==> config.mk <==
export PLATFORM = sky130hd
export DESIGN_NAME = dcache_axi_wr_ctrl
export DESIGN_NICKNAME = d
export VERILOG_FILES = /design/src/rtl/core_config.sv /design/src/rtl/rr_arbiter2.sv /design/src/rtl/dcache_axi_wr_ctrl.sv
export SDC_FILE = /design/constraint.sdc
export NUM_CORES = 1
export LEC_CHECK = 0
export CORE_MARGIN = 2
export CORE_UTILIZATION = 44
export DETAILED_ROUTE_END_ITERATION = 12
export GPL_TIMING_DRIVEN = 1
export PLACE_DENSITY = 0.81
export SYNTH_ARGS = -nofsm -noshare
export SYNTH_HDL_FRONTEND = slang
export SYNTH_SLANG_ARGS = --single-unit
==> constraint.sdc <==
create_clock -name clk -period 6.95 [get_ports clk]
set_input_delay 1.0425 -clock clk [delete_from_list [all_inputs] [get_ports clk]]
set_output_delay 1.0425 -clock clk [all_outputs]
set_load 0.005 [all_outputs]
==> src/rtl/core_config.sv <==
// Shared configuration for the dcache AXI write path.
//   DCACHELINE_WIDTH : default cache line width in bits
//   AXI_DW           : default AXI data width in bits
//   AXI_BURST_INCR   : AXI INCR burst encoding
//   axi_size()       : AXI AxSIZE encoding for a data width
//   wr_state_e       : write controller FSM states
//   wr_owner_e       : which requester owns the in-flight transaction
package core_config;

  localparam int unsigned DCACHELINE_WIDTH = 128;
  localparam int unsigned AXI_DW           = 32;

  localparam logic [1:0] AXI_BURST_INCR = 2'b01;

  function automatic logic [2:0] axi_size(input int unsigned dw);
    return 3'($clog2(dw / 8));
  endfunction

  // With DCACHE_WR_AW_W_PARALLEL_EN defined, StAw acts as the combined AW_W state.
  typedef enum logic [1:0] {
    StIdle = 2'd0,
    StAw   = 2'd1,
    StW    = 2'd2,
    StB    = 2'd3
  } wr_state_e;

  typedef enum logic {
    OwnFifo = 1'b0,
    OwnUc   = 1'b1
  } wr_owner_e;

endpackage

==> src/rtl/rr_arbiter2.sv <==
// Two-requester round-robin arbiter.
//   clk, rst : clock, asynchronous active-high reset
//   req_i    : request vector, bit 0 = requester 0, bit 1 = requester 1
//   adv_i    : when high and any request is present, the current grant is recorded
//   gnt_o    : one-hot grant (combinational from req_i and the last-grant register)
// After reset requester 0 wins a simultaneous request.
module rr_arbiter2 (
  input  logic       clk,
  input  logic       rst,
  input  logic [1:0] req_i,
  input  logic       adv_i,
  output logic [1:0] gnt_o
);

  // High when requester 1 won most recently.
  logic last_q, last_d;

  always_comb begin
    gnt_o = 2'b00;
    unique case (req_i)
      2'b01:   gnt_o = 2'b01;
      2'b10:   gnt_o = 2'b10;
      2'b11:   gnt_o = last_q ? 2'b01 : 2'b10;
      default: gnt_o = 2'b00;
    endcase
    last_d = last_q;
    if (adv_i && (|req_i)) last_d = gnt_o[1];
  end

  always_ff @(posedge clk or posedge rst) begin
    if (rst) last_q <= 1'b1;
    else     last_q <= last_d;
  end

endmodule

==> src/rtl/dcache_axi_wr_ctrl.sv <==
// AXI write-channel controller for the dcache write-back FIFO and the uncached-store path.
// Arbitrates round robin between the two requesters and runs each grant as one AW/W/B
// transaction: a cache line as an INCR burst of BEATS beats, a store as a single beat.
// Completion is signalled only to the owner of the transaction.
//   clk, rst          : clock, asynchronous active-high reset
//   fifo_*            : write-back FIFO request (level), accept pulse, completion pulse
//   uc_*              : uncached store request (level), accept pulse, completion pulse
//   aw*/w*/b*         : AXI write address, data and response channels (bresp_i ignored)
// Build option: DCACHE_WR_AW_W_PARALLEL_EN issues AW and the first W beat together.
module dcache_axi_wr_ctrl #(
  parameter  int unsigned LINE_WIDTH = core_config::DCACHELINE_WIDTH,
  parameter  int unsigned AXI_DW     = core_config::AXI_DW,
  localparam int unsigned BEATS      = LINE_WIDTH / AXI_DW
) (
  input  logic                  clk,
  input  logic                  rst,
  input  logic                  fifo_wen_i,
  input  logic [31:0]           fifo_awaddr_i,
  input  logic [LINE_WIDTH-1:0] fifo_wdata_i,
  output logic                  fifo_req_accept_o,
  output logic                  fifo_bvalid_o,
  input  logic                  uc_wreq_i,
  input  logic [31:0]           uc_awaddr_i,
  input  logic [AXI_DW-1:0]     uc_wdata_i,
  input  logic [AXI_DW/8-1:0]   uc_wstrb_i,
  output logic                  uc_accept_o,
  output logic                  uc_done_o,
  output logic                  awvalid_o,
  input  logic                  awready_i,
  output logic [31:0]           awaddr_o,
  output logic [7:0]            awlen_o,
  output logic [2:0]            awsize_o,
  output logic [1:0]            awburst_o,
  output logic                  wvalid_o,
  input  logic                  wready_i,
  output logic [AXI_DW-1:0]     wdata_o,
  output logic [AXI_DW/8-1:0]   wstrb_o,
  output logic                  wlast_o,
  input  logic                  bvalid_i,
  output logic                  bready_o,
  input  logic [1:0]            bresp_i
);
  import core_config::*;

  localparam int unsigned   SW        = AXI_DW / 8;
  localparam int unsigned   BCW       = (BEATS > 1) ? $clog2(BEATS) : 1;
  localparam logic [BCW-1:0] LAST_BEAT = BCW'(BEATS - 1);
  // Clears the byte offset within a line.
  localparam logic [31:0]   LINE_MASK = ~(32'(LINE_WIDTH / 8) - 32'd1);

  wr_state_e             state_q, state_d;
  wr_owner_e             owner_q, owner_d;
  logic [31:0]           addr_q, addr_d;
  logic [LINE_WIDTH-1:0] data_q, data_d;
  logic [SW-1:0]         strb_q, strb_d;
  logic [BCW-1:0]        beat_q, beat_d;

  logic [1:0] req, gnt;
  logic       in_idle, is_line, last_beat;
  logic       aw_active, w_active, aw_hs, w_hs, b_hs;
  logic       unused_bresp;

  assign unused_bresp = ^bresp_i;

  assign in_idle = (state_q == StIdle);
  assign req     = {uc_wreq_i, fifo_wen_i};

  rr_arbiter2 u_arb (
    .clk   (clk),
    .rst   (rst),
    .req_i (req),
    .adv_i (in_idle),
    .gnt_o (gnt)
  );

  assign is_line   = (owner_q == OwnFifo);
  assign last_beat = is_line ? (beat_q == LAST_BEAT) : 1'b1;

`ifdef DCACHE_WR_AW_W_PARALLEL_EN
  // Per-channel completion flags for the combined AW_W state.
  logic aw_done_q, aw_done_d, w0_done_q, w0_done_d;

  assign aw_active = (state_q == StAw) && !aw_done_q;
  assign w_active  = ((state_q == StAw) && !w0_done_q) || (state_q == StW);

  always_ff @(posedge clk or posedge rst) begin
    if (rst) begin
      aw_done_q <= 1'b0;
      w0_done_q <= 1'b0;
    end else begin
      aw_done_q <= aw_done_d;
      w0_done_q <= w0_done_d;
    end
  end
`else
  assign aw_active = (state_q == StAw);
  assign w_active  = (state_q == StW);
`endif

  assign aw_hs = aw_active && awready_i;
  assign w_hs  = w_active && wready_i;
  assign b_hs  = (state_q == StB) && bvalid_i;

  // Payload is forced to zero whenever its channel is not valid.
  assign awvalid_o = aw_active;
  assign awaddr_o  = aw_active ? (is_line ? (addr_q & LINE_MASK) : addr_q) : 32'd0;
  assign awlen_o   = (aw_active && is_line) ? 8'(BEATS - 1) : 8'd0;
  assign awsize_o  = axi_size(AXI_DW);
  assign awburst_o = AXI_BURST_INCR;

  assign wvalid_o = w_active;
  assign wdata_o  = w_active ? data_q[32'(beat_q) * AXI_DW +: AXI_DW] : '0;
  assign wstrb_o  = w_active ? (is_line ? {SW{1'b1}} : strb_q) : '0;
  assign wlast_o  = w_active && last_beat;

  assign bready_o = (state_q == StB);

  assign fifo_req_accept_o = in_idle && gnt[0];
  assign uc_accept_o       = in_idle && gnt[1];
  assign fifo_bvalid_o     = b_hs && (owner_q == OwnFifo);
  assign uc_done_o         = b_hs && (owner_q == OwnUc);

  always_comb begin
    state_d = state_q;
    owner_d = owner_q;
    addr_d  = addr_q;
    data_d  = data_q;
    strb_d  = strb_q;
    beat_d  = beat_q;
`ifdef DCACHE_WR_AW_W_PARALLEL_EN
    aw_done_d = aw_done_q;
    w0_done_d = w0_done_q;
`endif
    if (w_hs) beat_d = last_beat ? '0 : beat_q + BCW'(1);

    unique case (state_q)
      StIdle: begin
        if (|gnt) begin
          beat_d  = '0;
          state_d = StAw;
          if (gnt[0]) begin
            owner_d = OwnFifo;
            addr_d  = fifo_awaddr_i;
            data_d  = fifo_wdata_i;
            strb_d  = {SW{1'b1}};
          end else begin
            owner_d = OwnUc;
            addr_d  = uc_awaddr_i;
            data_d  = LINE_WIDTH'(uc_wdata_i);
            strb_d  = uc_wstrb_i;
          end
`ifdef DCACHE_WR_AW_W_PARALLEL_EN
          aw_done_d = 1'b0;
          w0_done_d = 1'b0;
`endif
        end
      end
      StAw: begin
`ifdef DCACHE_WR_AW_W_PARALLEL_EN
        aw_done_d = aw_done_q || aw_hs;
        w0_done_d = w0_done_q || w_hs;
        if (aw_done_d && w0_done_d) begin
          state_d   = (is_line && (BEATS > 1)) ? StW : StB;
          aw_done_d = 1'b0;
          w0_done_d = 1'b0;
        end
`else
        if (aw_hs) state_d = StW;
`endif
      end
      StW: begin
        if (w_hs && last_beat) state_d = StB;
      end
      StB: begin
        if (b_hs) state_d = StIdle;
      end
      default: state_d = StIdle;
    endcase
  end

  always_ff @(posedge clk or posedge rst) begin
    if (rst) begin
      state_q <= StIdle;
      owner_q <= OwnFifo;
      addr_q  <= '0;
      data_q  <= '0;
      strb_q  <= '0;
      beat_q  <= '0;
    end else begin
      state_q <= state_d;
      owner_q <= owner_d;
      addr_q  <= addr_d;
      data_q  <= data_d;
      strb_q  <= strb_d;
      beat_q  <= beat_d;
    end
  end

endmodule

==> run_results.csv <==
group,metric,value,unit
outcome,status,"finished, final reports clean",
sta,fin_setup_tns,0,ps
sta,fin_crit,3750,ps
synthesis,synthFlopType,"dfrtp_1",
finish,drive_gt1_share,9.14,%
synthesis,syn_avg_cell_area,13.1,um2
synthesis,ys_top_cells_by_area,"dfrtp_1 53%, a22o_1 10%, mux4_2 9.0%",
synthesis,ys_warn_count,0,
clock_network,clk_pin_slew,70,ps
power,p_total,4.60,mW
finish,syn_to_final_growth,46.4,%
sta,tightest_slew,1010,ps
synthesis,yosys.area.top_type,"dfrtp_1",
flow_run,cap_violations,0,
synthesis,synth_top_area_share,52.6,%
clock_network,numCtsBuffers,17,
placed_design,place.gp.congestion,0.807,
sta,setup_viol,0,
clock_network,cts_tree,"built",
worst_setup_path,worst_path_max_delay_cell,"dfrtp_2",
sta,max_freq,267,MHz
finish,diodes,0,
worst_setup_path,crit_type,"flop to primary output",
synthesis,yosysMostFrequentCell,"dfrtp_1",
clock_network,cts.sink_count,170,
floorplan,dieArea,19400,um2
route,vias_per_cell,5.66,
power,ir_worst_vdd,0.178,mV
global_route,grt.total_usage,24.5,%
placed_design,io_buffers,312,
floorplan,die-height,139,um
synthesis,syn_area,8040,um2
floorplan,start_util,44.8,%
synthesis,ys_types,33,
floorplan,core,18000,um2
synthesis,async_flop_share,100,%
clock_network,root_buffer,"clkbuf_16",
route,drc,0,
worst_setup_path,cp.required,5910,ps
synthesis,ys_seq_elements,170,
clock_network,post_cts_resize_count,0,
synthesis,synth_edf_count,0,
sta,finalHoldViolations,0,
synthesis,synth_seq_area_share,52.9,%
worst_setup_path,slowest_delay,1030,ps
clock_network,ctsHtreeMaxLevel,4,
clock_network,cts_setup_buffers,0,
synthesis,netlist_instances,616,
floorplan,ios,326,
global_route,grt_pass1_wl,37.1,mm
hold_path,hp-class,"flop to flop",
power,power_density,390,nW/um2
route,ant_nets,0,
placed_design,dpl.hpwl,15.8,mm
power,leakage,5.06,nW
worst_setup_path,startpoint_type,"flop",
global_route,antenna_found_initial,0,
clock_network,clkLatencyLatePin,420,ps
clock_network,clock_path_buffers,2,
sta,slew_violations,0,
route,drt_pass1_iterations,5,
worst_setup_path,end_kind,"primary output",
worst_setup_path,cp_cell_sequence,"mux4_2 > and2_1 > clkdlybuf4s50_1",
route,vias,6432,
sta,rsz0062_at_grt,"no",
worst_setup_path,cp.arrival,2700,ps
floorplan,die_w,139,um
route,wl_per_cell,20.7,um
synthesis,synth_common_cells,"169 x dfrtp_1, 115 x and2_1, 96 x a22o_1",
worst_setup_path,worstPathMaxFanout,35,
route,drtIter0Drc,448,
floorplan,num_rows,49,
sta,relSlewSlack,32.6,%
global_route,grt_pass1_vias,6534,
worst_setup_path,cp_top_family,"flip-flops",
global_route,grt_overflow,0,
clock_network,cts-hold-fix-buffers,0,
global_route,grt_max_degree,90,
sta,fin_skew,8.86,ps
sta,fin_crit_sh,53.9,%
finish,layout.nets,1138,
worst_setup_path,critPathBufInv,1,
route,finalWirelength,23.5,mm
[path summary, 6_finish.rpt]
| kind | slack [ps] | cells after the start | endpoint | startpoint |
|---|---|---|---|---|
| setup / recovery | 3200 | 3 | wdata_o[22] | beat_q[0] |
| hold / removal | 490 | 1 | data_q[115] | data_q[115] |
| setup reg to reg | 3860 | 7 | addr_q[2] | state_q[1] |
| hold reg to reg | 490 | 1 | data_q[115] | data_q[115] |
| max in group asynchronous | 4710 | 3 | beat_q[1] | rst |
| min in group asynchronous | 1020 | 2 | addr_q[28] | rst |
[logic make-up after synthesis]
| family | share of synthesized area, % |
|---|---|
| AOI/OAI and AO/OA | 20.0 |
| adders and majority gates | 0.934 |
| buffers and inverters | 5.60 |
| DFF | 52.9 |
| muxes | 9.10 |
| other | 0.0934 |
| and+or+nand+nor | 11.3 |
[worst reg2reg max path, stage by stage, from the launching register on]
cell     delay [ps]
dfrtp_1         420
inv_1           120
ha_1            300
nand2_1         130
a21oi_4         140
buf_4           610
buf_4           900
a221o_1         390
[flip-flops by register name (all words and copies together) (netlist names)]
register	cells
state_q	2
data_q	128
u_arb.last_q	1
strb_q	4
beat_q	2
addr_q	32
owner_q	1
[layer usage]
metal  GRT usage [%]  up-vias  part of all wire, %
met5               0        -                    0
met1            31.7     3244                   42
met3            6.32       44                  6.5
met4            10.7        0                  3.3
li1                -     2872                    -
met2            39.4      272                   48
[metrics by stage]
stage | setup WS, ps | instances | util (%) | cell area [um2] | hold slack [ps]
2_1_floorplan | 1310 | 625 | - | 8080 | 461
3_3_place_gp | 3100 | 1105 | 62.1 | 11200 | 477
3_5_place_dp | 3060 | 1105 | 62.1 | 11200 | 478
4_1_cts | 3140 | 1137 | 65.5 | 11800 | 501
5_1_grt | 3040 | 1137 | 65.5 | 11800 | 507
6_report | 3200 | 1137 | 65.5 | 11800 | 495
[where the power goes]
part,switching (mW),internal [mW],total (mW)
Sequential,0.284,1.48,1.76
Clock,0.424,0.560,0.984
Combinational,0.737,1.11,1.85
[layout by cell type, fill, tap and decap left out, drive strengths merged, types with 2 or more instances in the layout]
cell / count
ha: 6
a221o: 64
a21oi: 3
and2: 124
a21boi: 4
clkdlybuf4s50: 312
bufinv: 2
conb: 11
inv: 16
a22o: 96
clkinv: 3
o21ai: 3
dfrtp: 169
mux4: 32
nor2b: 4
nand2: 6
nor2: 5
clkbuf: 19
buf: 9
a2bb2oi: 5
and3: 5
[final cells by class]
type | instances | area, um2
Clock buffer | 19 | 453
Clock inverter | 13 | 154
Inverter | 9 | 38.8
Tap cell | 229 | 287
Timing Repair Buffer | 321 | 3190
Sequential cell | 170 | 4260
Fill cell | 1368 | 6190
Multi-Input combinational cell | 376 | 3390
No activity file was read; power rests on OpenSTA's default activity.
